File: src/rtl/hardwired_control_unit.sv
// Hardwired control sequencer for the single-bus datapath.
// Steps fetch (T0-T2) and the per-class execute sequence (T3-T6),
// decoding the opcode in IR[31:27] and driving the datapath strobes.
module hardwired_control_unit #(
    parameter int NUM_REGS = 16,
    parameter int ALU_OP_W = 5
) (
    input  logic                Clock,
    input  logic                Clear,
    input  logic [31:0]         IR,
    input  logic                Mem_ready,
    input  logic                Stop,
    output logic                PCout,
    output logic                Zlowout,
    output logic                ZHighout,
    output logic                MDRout,
    output logic                MARin,
    output logic                PCin,
    output logic                MDRin,
    output logic                IRin,
    output logic                Yin,
    output logic                ZLowIn,
    output logic                ZHighIn,
    output logic                HIin,
    output logic                LOin,
    output logic                IncPC,
    output logic                Read,
    output logic [ALU_OP_W-1:0] ALU_op,
    output logic [NUM_REGS-1:0] Rin,
    output logic [NUM_REGS-1:0] Rout,
    output logic                Run,
    output logic                Illegal
);

    typedef enum logic [2:0] {
        T0, T1, T2, T3, T4, T5, T6, HALTED
    } state_t;

    localparam logic [4:0] OP_ADD  = 5'b00011;
    localparam logic [4:0] OP_SUB  = 5'b00100;
    localparam logic [4:0] OP_SHR  = 5'b00101;
    localparam logic [4:0] OP_SHL  = 5'b00110;
    localparam logic [4:0] OP_ROR  = 5'b00111;
    localparam logic [4:0] OP_ROL  = 5'b01000;
    localparam logic [4:0] OP_AND  = 5'b01001;
    localparam logic [4:0] OP_OR   = 5'b01010;
    localparam logic [4:0] OP_MUL  = 5'b01111;
    localparam logic [4:0] OP_DIV  = 5'b10000;
    localparam logic [4:0] OP_NEG  = 5'b10001;
    localparam logic [4:0] OP_NOT  = 5'b10010;
    localparam logic [4:0] OP_NOP  = 5'b11010;
    localparam logic [4:0] OP_HALT = 5'b11011;

    state_t state;
    state_t next_state;
    logic   active;

    logic [4:0] opcode;
    logic [3:0] ra;
    logic [3:0] rb;
    logic [3:0] rc;
    logic       is_alu;
    logic       is_muldiv;
    logic       is_unary;
    logic       is_nop;
    logic       is_halt;
    logic       unused_ir;

    assign opcode    = IR[31:27];
    assign ra        = IR[26:23];
    assign rb        = IR[22:19];
    assign rc        = IR[18:15];
    assign unused_ir = ^IR[14:0];

    // One-hot register select; indices beyond the register file select nothing.
    function automatic logic [NUM_REGS-1:0] reg_sel(input logic [3:0] idx);
        logic [NUM_REGS-1:0] v;
        v = '0;
        for (int i = 0; i < NUM_REGS; i++) begin
            if (int'(idx) == i) begin
                v[i] = 1'b1;
            end
        end
        return v;
    endfunction

    // Classify the opcode into its execute-sequence family.
    always_comb begin
        is_alu    = 1'b0;
        is_muldiv = 1'b0;
        is_unary  = 1'b0;
        is_nop    = 1'b0;
        is_halt   = 1'b0;
        case (opcode)
            OP_ADD, OP_SUB, OP_SHR, OP_SHL,
            OP_ROR, OP_ROL, OP_AND, OP_OR: is_alu    = 1'b1;
            OP_MUL, OP_DIV:                is_muldiv = 1'b1;
            OP_NEG, OP_NOT:                is_unary  = 1'b1;
            OP_NOP:                        is_nop    = 1'b1;
            OP_HALT:                       is_halt   = 1'b1;
            default:                       ;
        endcase
    end

    // State register; the first edge after reset only arms the sequencer so
    // that the T0 cycle proper begins on that edge.
    always_ff @(posedge Clock or negedge Clear) begin
        if (!Clear) begin
            state  <= T0;
            active <= 1'b0;
        end else begin
            active <= 1'b1;
            if (active) begin
                state <= next_state;
            end
        end
    end

    // Next-state sequencing; Stop is honoured only when leaving a final execute state.
    always_comb begin
        next_state = state;
        case (state)
            T0: next_state = T1;
            T1: if (Mem_ready) next_state = T2;
            T2: next_state = T3;
            T3: begin
                if (is_halt)                    next_state = HALTED;
                else if (is_alu || is_muldiv || is_unary) next_state = T4;
                else                            next_state = Stop ? HALTED : T0;
            end
            T4: begin
                if (is_alu || is_muldiv) next_state = T5;
                else                     next_state = Stop ? HALTED : T0;
            end
            T5: begin
                if (is_muldiv) next_state = T6;
                else           next_state = Stop ? HALTED : T0;
            end
            T6:      next_state = Stop ? HALTED : T0;
            HALTED:  next_state = HALTED;
            default: next_state = T0;
        endcase
    end

    // Strobe decode from state and IR; everything is quiet until armed.
    always_comb begin
        PCout    = 1'b0;
        Zlowout  = 1'b0;
        ZHighout = 1'b0;
        MDRout   = 1'b0;
        MARin    = 1'b0;
        PCin     = 1'b0;
        MDRin    = 1'b0;
        IRin     = 1'b0;
        Yin      = 1'b0;
        ZLowIn   = 1'b0;
        ZHighIn  = 1'b0;
        HIin     = 1'b0;
        LOin     = 1'b0;
        IncPC    = 1'b0;
        Read     = 1'b0;
        ALU_op   = '0;
        Rin      = '0;
        Rout     = '0;
        Illegal  = 1'b0;
        Run      = (state != HALTED);
        if (active) begin
            case (state)
                T0: begin
                    PCout  = 1'b1;
                    MARin  = 1'b1;
                    IncPC  = 1'b1;
                    ZLowIn = 1'b1;
                end
                T1: begin
                    Zlowout = 1'b1;
                    Read    = 1'b1;
                    MDRin   = 1'b1;
                    PCin    = Mem_ready;
                end
                T2: begin
                    MDRout = 1'b1;
                    IRin   = 1'b1;
                end
                T3: begin
                    if (is_alu) begin
                        Rout = reg_sel(rb);
                        Yin  = 1'b1;
                    end else if (is_muldiv) begin
                        Rout = reg_sel(ra);
                        Yin  = 1'b1;
                    end else if (is_unary) begin
                        Rout   = reg_sel(rb);
                        ALU_op = ALU_OP_W'(opcode);
                        ZLowIn = 1'b1;
                    end else if (!is_nop && !is_halt) begin
                        Illegal = 1'b1;
                    end
                end
                T4: begin
                    if (is_alu) begin
                        Rout   = reg_sel(rc);
                        ALU_op = ALU_OP_W'(opcode);
                        ZLowIn = 1'b1;
                    end else if (is_muldiv) begin
                        Rout    = reg_sel(rb);
                        ALU_op  = ALU_OP_W'(opcode);
                        ZLowIn  = 1'b1;
                        ZHighIn = 1'b1;
                    end else if (is_unary) begin
                        Zlowout = 1'b1;
                        Rin     = reg_sel(ra);
                    end
                end
                T5: begin
                    if (is_alu) begin
                        Zlowout = 1'b1;
                        Rin     = reg_sel(ra);
                    end else if (is_muldiv) begin
                        Zlowout = 1'b1;
                        LOin    = 1'b1;
                    end
                end
                T6: begin
                    if (is_muldiv) begin
                        ZHighout = 1'b1;
                        HIin     = 1'b1;
                    end
                end
                default: ;
            endcase
        end
    end

endmodule

File: config.mk
export PLATFORM = sky130hd
export DESIGN_NAME = hardwired_control_unit
export DESIGN_NICKNAME = d
export VERILOG_FILES = /design/src/rtl/hardwired_control_unit.sv
export SDC_FILE = /design/constraint.sdc
export NUM_CORES = 1
export LEC_CHECK = 0
export ABC_AREA = 1
export ABC_CLOCK_PERIOD_IN_PS = 1800
export CELL_PAD_IN_SITES_DETAIL_PLACEMENT = 0
export CELL_PAD_IN_SITES_GLOBAL_PLACEMENT = 1
export CORE_MARGIN = 2
export CORE_UTILIZATION = 22
export DETAILED_ROUTE_END_ITERATION = 8
export HOLD_SLACK_MARGIN = 0.02
export PLACE_DENSITY = 0.86
export REMOVE_ABC_BUFFERS = 1
export SYNTH_ARGS = -nofsm -noshare
export SYNTH_HDL_FRONTEND = slang
export SYNTH_SLANG_ARGS = --single-unit
File: constraint.sdc
create_clock -name Clock -period 1.8 [get_ports Clock]
set_input_delay 0.45 -clock Clock [delete_from_list [all_inputs] [get_ports Clock]]
set_output_delay 0.45 -clock Clock [all_outputs]
set_load 0.05 [all_outputs]
==> impl_metrics.yaml <==
logic_synthesis:
  synth.distinct_cells: 35
  ys_seq_elements: 4
  syn_inst: 299
  synth_seq_area_share_pct: 6.15
  synth_area_sq_um: 1630
  async_flop_share_pct: 100
  yosys_warnings: 0
  synth_ff_type: "dfrtp_1"
  synth_edf_count: 0
  avgSynthCellArea_sq_um: 5.44
worst_hold_path:
  hp-class: "in -> async"
critical_path:
  crit_type: "in -> out"
  crit_fanout: 5
  start_kind: "input pin"
  worstPathRequired_ps: 1350
  crit_start: "IR[29]"
  cp-end-kind: "output pin"
  worstReg2RegStart: "state[1]"
  r2r_slack_ps: 50
  r2r_end: "state[0]"
  r2r.worst_path.cells: 13
  arrival_ps: 1870
pwr:
  p_clk_share_pct: 6.7
  swShare_pct: 49.4
  combPwrFrac_pct: 87.5
  ir_worst_vdd_mv: 0.697
  seq_power_share_pct: 5.9
  p_per_area_nw_per_um2: 568
  intPower_mw: 1.41
  p_sw_mw: 1.37
  power.leakage_nw: 2.26
placed_design:
  place_congestion: 0.941
  post-place-ws_ps: -925
  dp_cells: 521
  place_hpwl_mm: 5.58
  port_buffers: 74
timing:
  maxSlewViolCount: 0
  clock_skew_ps: 1.80
  rsz0062_at_grt: "yes"
  finalCriticalPeriod_ps: 2320
  finalHoldViolCount: 0
  max_freq_ghz: 0.431
  finalSetupViolations: 53
  worst_slack_ps: -522
  period_share_pct: 129
  setup_tns_ps: -18650
clock_tree:
  clock-root-buffer: "clkbuf_8"
  clkTransAtPathRegs_ps: 30
  holdBufCountCts: 0
  cts_buffer_depth: 2
  cts_buffers: 3
  cts_tree: "built"
  h-tree-depth: 1
  clock_sinks: 4
  clkLatencyLatePin_ps: 210
finish:
  drive_gt1_share_pct: 69.8
  diodes: 0
  nNetsFinal: 518
  stdcell_count: 579
  postLayoutCoreUtil_pct: 67.9
  syn_to_final_growth_pct: 201
flow_run:
  maxCapViolCount: 0
floorplanning:
  die_area_sq_um: 8100
  io_pins: 90
  die_w_microns: 90.0
  die_h_microns: 90.0
  rows: 31
  design.core.area_sq_um: 7210
  start_util_pct: 22.5
routing:
  wl_mm: 10.5
  drtIter0Drc: 261
  ant_nets: 0
  vias: 3029
  drcViolationCount: 0
  first_pass_iters: 5
  via_per_inst: 5.23
  wire_per_inst_microns: 18.1
global_route:
  grt_pass1_vias: 3240
  grt.overflow.total: 0
  grt_pass1_wl_mm: 15.8
  antenna_found_initial: 0
  grt_use_total_pct: 23.5
  grt_start_max_net_pins: 10
outcome:
  status: "finished, violations left"
  violations: "setup timing"
-- layout make-up --
| type | instances | area [sq um] |
|---|---|---|
| clock buffer | 3 | 41.3 |
| fill | 502 | 2320 |
| inverter | 38 | 165 |
| multi-input combinational | 244 | 2100 |
| sequential | 4 | 101 |
| tap | 99 | 124 |
| timing repair buffer | 191 | 2370 |
-- routing by layer --
metal / GRT usage [%] / routed length (microns)
met1: 25.5 / 3710
met2: 44.6 / 5700
met3: 3.44 / 612
met4: 10.8 / 427
met5: 0 / 0
-- power by group through the flow --
stage | logic [mW] | clock network [mW] | registers, mW
CTS | 2.21 | 0.192 | 0.158
floorplan | 0.696 | 0 | 0.176
global route | 2.54 | 0.203 | 0.164
detailed placement | 1.46 | 0 | 0.165
global placement | 1.44 | 0 | 0.163
finish | 2.43 | 0.185 | 0.163
-- flip-flops by register name (all words and copies together) (netlist names) --
name and flops:
active 1, state 3
-- logic make-up (layout without fill, tap and decap cells) --
| group | count (synthesis) | in the layout | share of synthesized area [%] |
|---|---|---|---|
| AO/OA/AOI/OAI | 47 | 48 | 18.4 |
| flip-flops | 4 | 4 | 6.15 |
| buffers and inverters | 53 | 232 | 16.9 |
| other | 1 | 1 | 0.231 |
| AND/OR/NAND/NOR | 194 | 195 | 58.3 |
-- Yosys cell counts, types with 2 or more instances --
cell type,count,area share (%)
dfrtp_1,4,6.2
a21boi_0,4,1.8
buf_4,7,3.2
nor2_1,48,11
nor4_1,6,2.3
buf_6,6,4.2
a22oi_1,9,4.2
nor2_2,3,1.2
nor2_4,3,2.1
nand2_1,75,17
nor3_1,14,4.3
nand4_1,2,0.77
inv_2,5,1.2
a21oi_1,8,2.5
nand2_2,2,0.77
nand3_2,5,3.1
nand3_1,21,6.5
o21ai_1,12,3.7
o21ai_0,7,2.2
nor3b_1,2,0.92
buf_2,2,0.62
nor3_2,10,6.2
inv_1,32,7.4
-- worst max-delay path, stage by stage --
cell and delay, ps:
buf_8 100, inv_8 40, buf_6 110, nand3_4 70, nor2_4 40, nor2_4 260
buf_6 160, nand3_4 80, a311oi_4 260, buf_4 180, buf_12 130
-- metrics by stage --
step / total power [mW] / hold WS [ps] / area (sq um)
floorplan: 0.872 / 154 / 1500
global placement: 1.60 / 657 / 3270
detailed placement: 1.62 / 667 / 3270
CTS: 2.56 / 439 / 4650
global route: 2.91 / 449 / 4900
finish: 2.78 / 445 / 4900
-- cells in the final DEF, fill, tap and decap left out, types with 2 or more instances in the layout --
cell / count
clkbuf_8: 3
o21ai_4: 2
nand2_4: 9
o21ai_1: 4
nand3_2: 10
buf_8: 2
a22oi_1: 3
a22oi_2: 6
a21boi_2: 2
a21oi_4: 3
nor3_2: 7
o21ai_2: 13
nand2_2: 12
a21oi_1: 2
inv_4: 4
nand4_1: 2
a21boi_1: 3
nor3b_4: 2
nor2_1: 28
dfrtp_1: 3
dlygate4sd2_1: 10
nand2_1: 55
inv_1: 19
a21oi_2: 6
nand2_8: 3
buf_12: 52
nand3_4: 8
inv_2: 13
nor3_4: 16
nand3_1: 8
nor2_4: 17
buf_16: 2
buf_6: 55
nor4_4: 6
clkdlybuf4s50_1: 4
nor2_2: 9
buf_4: 65
-- worst max-delay path by stage --
| stage | cells after the start | slack (ps) | to |
|---|---|---|---|
| after floorplan | 4 | -1750 | ZLowIn |
| after global placement | 10 | -860 | Rout[12] |
| after detailed placement | 8 | -920 | Rin[9] |
| after CTS | 13 | -480 | Rout[10] |
| after global routing | 10 | -600 | Rout[1] |
| final | 11 | -520 | Illegal |
-- what timing repair did --
action	in CTS	in global routing
pin swaps	46	46
cloned	7	0
setup endpoints to repair	56	56
setup buffers	46	15
gates resized for setup	248	72
(Power assumes the default switching activity.)
==> patch 1: new RTL, config.mk and constraints unchanged <==
Re-encode `state_t` (8 states) as Gray code, 3 bits wide.
--- a/src/rtl/hardwired_control_unit.sv
+++ b/src/rtl/hardwired_control_unit.sv
@@ -34,5 +34,5 @@
 
     typedef enum logic [2:0] {
-        T0, T1, T2, T3, T4, T5, T6, HALTED
+        T0 = 3'b000, T1 = 3'b001, T2 = 3'b011, T3 = 3'b010, T4 = 3'b110, T5 = 3'b111, T6 = 3'b101, HALTED = 3'b100
     } state_t;
 
Check against the original RTL: same outputs for any inputs over 4 cycles, from zero or initial values; so few cycles prove little.
==> patch 1 against the unedited design <==
The run still ends with negative setup slack left. Sequential share of layout area about the same. Worst setup slack gained 42 ps. Power is 1.0% lower. Count of clock-buffer cells in the layout stayed put. Non-clock buffer count grew 13. Synthesized area decreased by 6.0%. Wire length down 5.4%. Final area shrank 3.3%. Sequential cell count is the same. Critical path type unchanged. Critical endpoint is now Rout[2]. Largest cell class unchanged. Highest routed layer unchanged.
==> patch 1: results (changes against the unedited design) <==
- Status: finished, violations left (unchanged)
- Failing checks: negative setup slack (unchanged)
- Sw Share: 51.23% (was 49.40%)
- DP Area: 0.003455 mm² (was 0.003269 mm²)
- Setup ws final: -480.2 ps (was -521.9 ps)
- Post-CTS Setup Repair Bufs: 30 (was 46)
- Largest cells by area after synthesis: nand2_1, nor2_1, nand3_1, dfrtp_1, nor2_2 (was nand2_1, nor2_1, inv_1, nand3_1, dfrtp_1)
- Pre-CTS setup slack: -944.9 ps (was -924.9 ps)
- # setup viols final: 53 (unchanged)
- Met2 usage: 44.42% (was 44.63%)
- Leak: 2.123 nW (was 2.264 nW)
- CTS resizes: 217 (was 248)
- Critical path endpoint: Rout[2] (was Illegal)
- Clk Latency, worst-skew pair: 210 ps (about the same)
- Root buffer cell: clkbuf_8 (unchanged)
- Arr. time, crit path: 1830 ps (was 1870 ps)
- RR Endpoint: state[2] (was state[0])
- DRT Pass-1 Iters: 4 (was 5)
- Met3 WL: 689 µm (was 612 µm)
- Drt wl/cell: 16.67 µm (was 18.05 µm)
- Clock skew: 0.7757 ps (was 1.796 ps)
- First-pass GRT wire length: 14.30 mm (was 15.84 mm)
- Crit-path leading delay family: buffers and inverters (unchanged)
- Max IR drop VDD: 0.9066 mV (was 0.6973 mV)
- M3 GR Usage: 3.507% (was 3.437%)
- Initial antenna violation count: 0 (unchanged)
- Non-Filler Instances: 593 (was 579)
- GRT Overall Usage: 23.42% (was 23.48%)
- Met1 track demand over resource: 25.40% (was 25.51%)
- WL met2: 5.332 mm (was 5.698 mm)
- Hold Slack: 442.8 ps (was 444.5 ps)
- Slowest CP cell: clkdlybuf4s15_1 (was nor2_4)
- Synth cell types: 28 (was 35)
- Vias in the first global route: 3173 (was 3240)
- Met1 wire length: 3.449 mm (was 3.713 mm)
- Worst path max stage delay: 300 ps (was 260 ps)
- Setup Total Neg Slack: -16850 ps (was -18650 ps)
- # nets final: 551 (was 518)
- Synth top cells by count: nand2_1, nor2_1, inv_1 (unchanged)
- Critical-path maximum fanout: 4 (was 5)
- Syn Inst Count: 314 (was 299)
- Vias per cell: 5.142 (was 5.231)
- Post-DP HPWL: 5.785 mm (was 5.578 mm)
- Origin of the worst setup path: IR[24] (was IR[29])
- Seq/Total Area, Yosys: 6.547% (was 6.154%)
- Share of cells above drive strength 1: 65.89% (was 69.79%)
- RR Startpoint: state[0] (was state[1])
- Largest net degree at the start of global routing: 11 (was 10)
- DRT iter0 DRCs: 177 (was 261)
- Top layer in use: met4 (unchanged)
==> patch 1: cell types whose count changed in the layout (fill, tap and decap cells not counted), moves of 12 or more <==
cell / unedited run / this run
nand2_1: 55 / 85
buf_4: 65 / 91
buf_6: 55 / 38
nor2_4: 17 / 33
nor2_1: 28 / 15
nor3_4: 16 / 3
nand4_1: 2 / 14
==> patch 1: area by class of cell <==
cell class	count	area, µm²	share of cell area, %
multi-input combinational	263	1906	40.25
timing repair buffer	204	2416	51.03
inverter	37	158.9	3.356
clock buffer	3	41.29	0.8721
tap	80	100.1	2.114
timing repair inverter	2	12.51	0.2643
sequential	4	100.1	2.114
==> patch 1: cells by family (layout without fill, tap and decap cells) <==
logic type | Yosys count | in the layout | synth area share [%]
and+or+nand+nor | 229 | 230 | 67.43
AOI/OAI and AO/OA | 32 | 32 | 10.88
other | 1 | 1 | 0.2453
buffers and inverters | 48 | 246 | 14.89
DFF | 4 | 4 | 6.547
==> patch 2: new RTL, same settings <==
Without the edit above. The parameter `ALU_OP_W` goes from 5 to 10.
--- a/src/rtl/hardwired_control_unit.sv
+++ b/src/rtl/hardwired_control_unit.sv
@@ -4,5 +4,5 @@
 module hardwired_control_unit #(
     parameter int NUM_REGS = 16,
-    parameter int ALU_OP_W = 5
+    parameter int ALU_OP_W = 10
 ) (
     input  logic                Clock,
Interface: changed (resized ALU_op); port bits go from 90 to 95. No check against the original RTL was run, so the function may have changed too.
==> patch 2 against the unedited design <==
The run still ends with negative setup slack left. Register-to-register slack improved by 110 ps. Synthesized area increased by 2.5%. Sequential power decreased by 5%. Power decreased by 20%. Cell count decreased by 4.5%. Sequential cell count unchanged. Die area increased by 2.4%. Final area decreased by 7.8%. Sequential share of layout area increased by 0.17 points. Worst setup slack improved by 80 ps. Core utilization decreased by 5.9 points. Critical path type is now reg -> out. Highest routed layer unchanged. Wire length decreased by 20%. Maximum frequency increased by 3.6%.
==> patch 2: results (changes against the unedited design) <==
- Post-DP HPWL: 5.673 mm (was 5.578 mm)
- DP Area: 0.003298 mm² (was 0.003269 mm²)
- Drt wl/cell: 15.20 µm (was 18.05 µm)
- Synth Area in Compound Gates: 17.93% (was 18.38%)
- Met3 WL: 395 µm (was 612 µm)
- DRT Pass-1 Iters: 4 (was 5)
- # nets final: 492 (was 518)
- Leak: 2.069 nW (was 2.264 nW)
- TritonCTS Buffers: 3 (unchanged)
- Dpl cells: 529 (was 521)
- Arr. time, crit path: 1790 ps (was 1870 ps)
- Cell count of the worst reg-to-reg path: 11 (was 13)
- # setup viols final: 53 (unchanged)
- Via count: 2687 (was 3029)
- RR Endpoint: state[0] (unchanged)
- Failing checks: negative setup slack (unchanged)
- Max IR drop VDD: 0.5810 mV (was 0.6973 mV)
- DRT iter0 DRCs: 132 (was 261)
- Setup Total Neg Slack: -16810 ps (was -18650 ps)
- M3 GR Usage: 2.656% (was 3.437%)
- Setup ws final: -442.0 ps (was -521.9 ps)
- Top layer in use: met4 (unchanged)
- Pre-CTS setup slack: -971.0 ps (was -924.9 ps)
- Seq/Total Area, Yosys: 6.002% (was 6.154%)
- Slowest CP cell: dfrtp_1 (was nor2_4)
- Vias in the first global route: 2856 (was 3240)
- Largest net degree at the start of global routing: 17 (was 10)
- Critical-path maximum fanout: 6 (was 5)
- Status: finished, violations left (unchanged)
- Max reg flops: 3 (unchanged)
- Syn Inst Count: 305 (was 299)
- Reg2Reg Setup Slack: 160 ps (was 50 ps)
- Largest cells by area after synthesis: nand2_1, nor2_1, inv_1, nand3_1, dfrtp_1 (unchanged)
- Routability Congestion: 0.8798 (was 0.9410)
- Clock skew: 0.6611 ps (was 1.796 ps)
- Met2 usage: 37.78% (was 44.63%)
- Ant. Diodes: 0 (unchanged)
- GRT Overall Usage: 19.53% (was 23.48%)
- Worst path max stage delay: 380 ps (was 260 ps)
- Origin of the worst setup path: state[0] (was IR[29])
- Share of cells above drive strength 1: 69.60% (was 69.79%)
- WL met2: 4.618 mm (was 5.698 mm)
- Drt total wl: 8.406 mm (was 10.45 mm)
- Met1 track demand over resource: 21.40% (was 25.51%)
- Met1 wire length: 3.083 mm (was 3.713 mm)
- First-pass GRT wire length: 13.50 mm (was 15.84 mm)
## patch 2: cell type report
cell class | instances | area [µm²]
clock buffers | 3 | 41.29
fillers | 579 | 2775
inverters | 38 | 167.7
multi-input cells | 247 | 2033
flip-flops and latches | 4 | 101.3
well taps | 99 | 123.9
repair buffers | 162 | 2049
## patch 2: worst max-delay path, delay by kind of cell (launching register included)
family	cells	cell delay (ps)
buffers and inverters	4	580
AO/OA/AOI/OAI	1	310
AND/OR/NAND/NOR	2	290
flip-flops	1	380
## patch 2: worst min-delay path by stage
stage | startpoint | cells past startpoint | endpoint | slack, ps
finish | Clear | 1 | active | 450
global route | Clear | 1 | active | 450
CTS | Clear | 1 | active | 440
detailed placement | state[1] | 3 | state[1] | 630
global placement | state[1] | 3 | state[1] | 630
floorplan | Clear | 0 | active | 150
## patch 2: report_power, final
group	total [mW]	internal [mW]	switching [mW]
combinational	1.90	0.798	1.10
clock	0.184	0.142	0.0421
sequential	0.155	0.123	0.0318
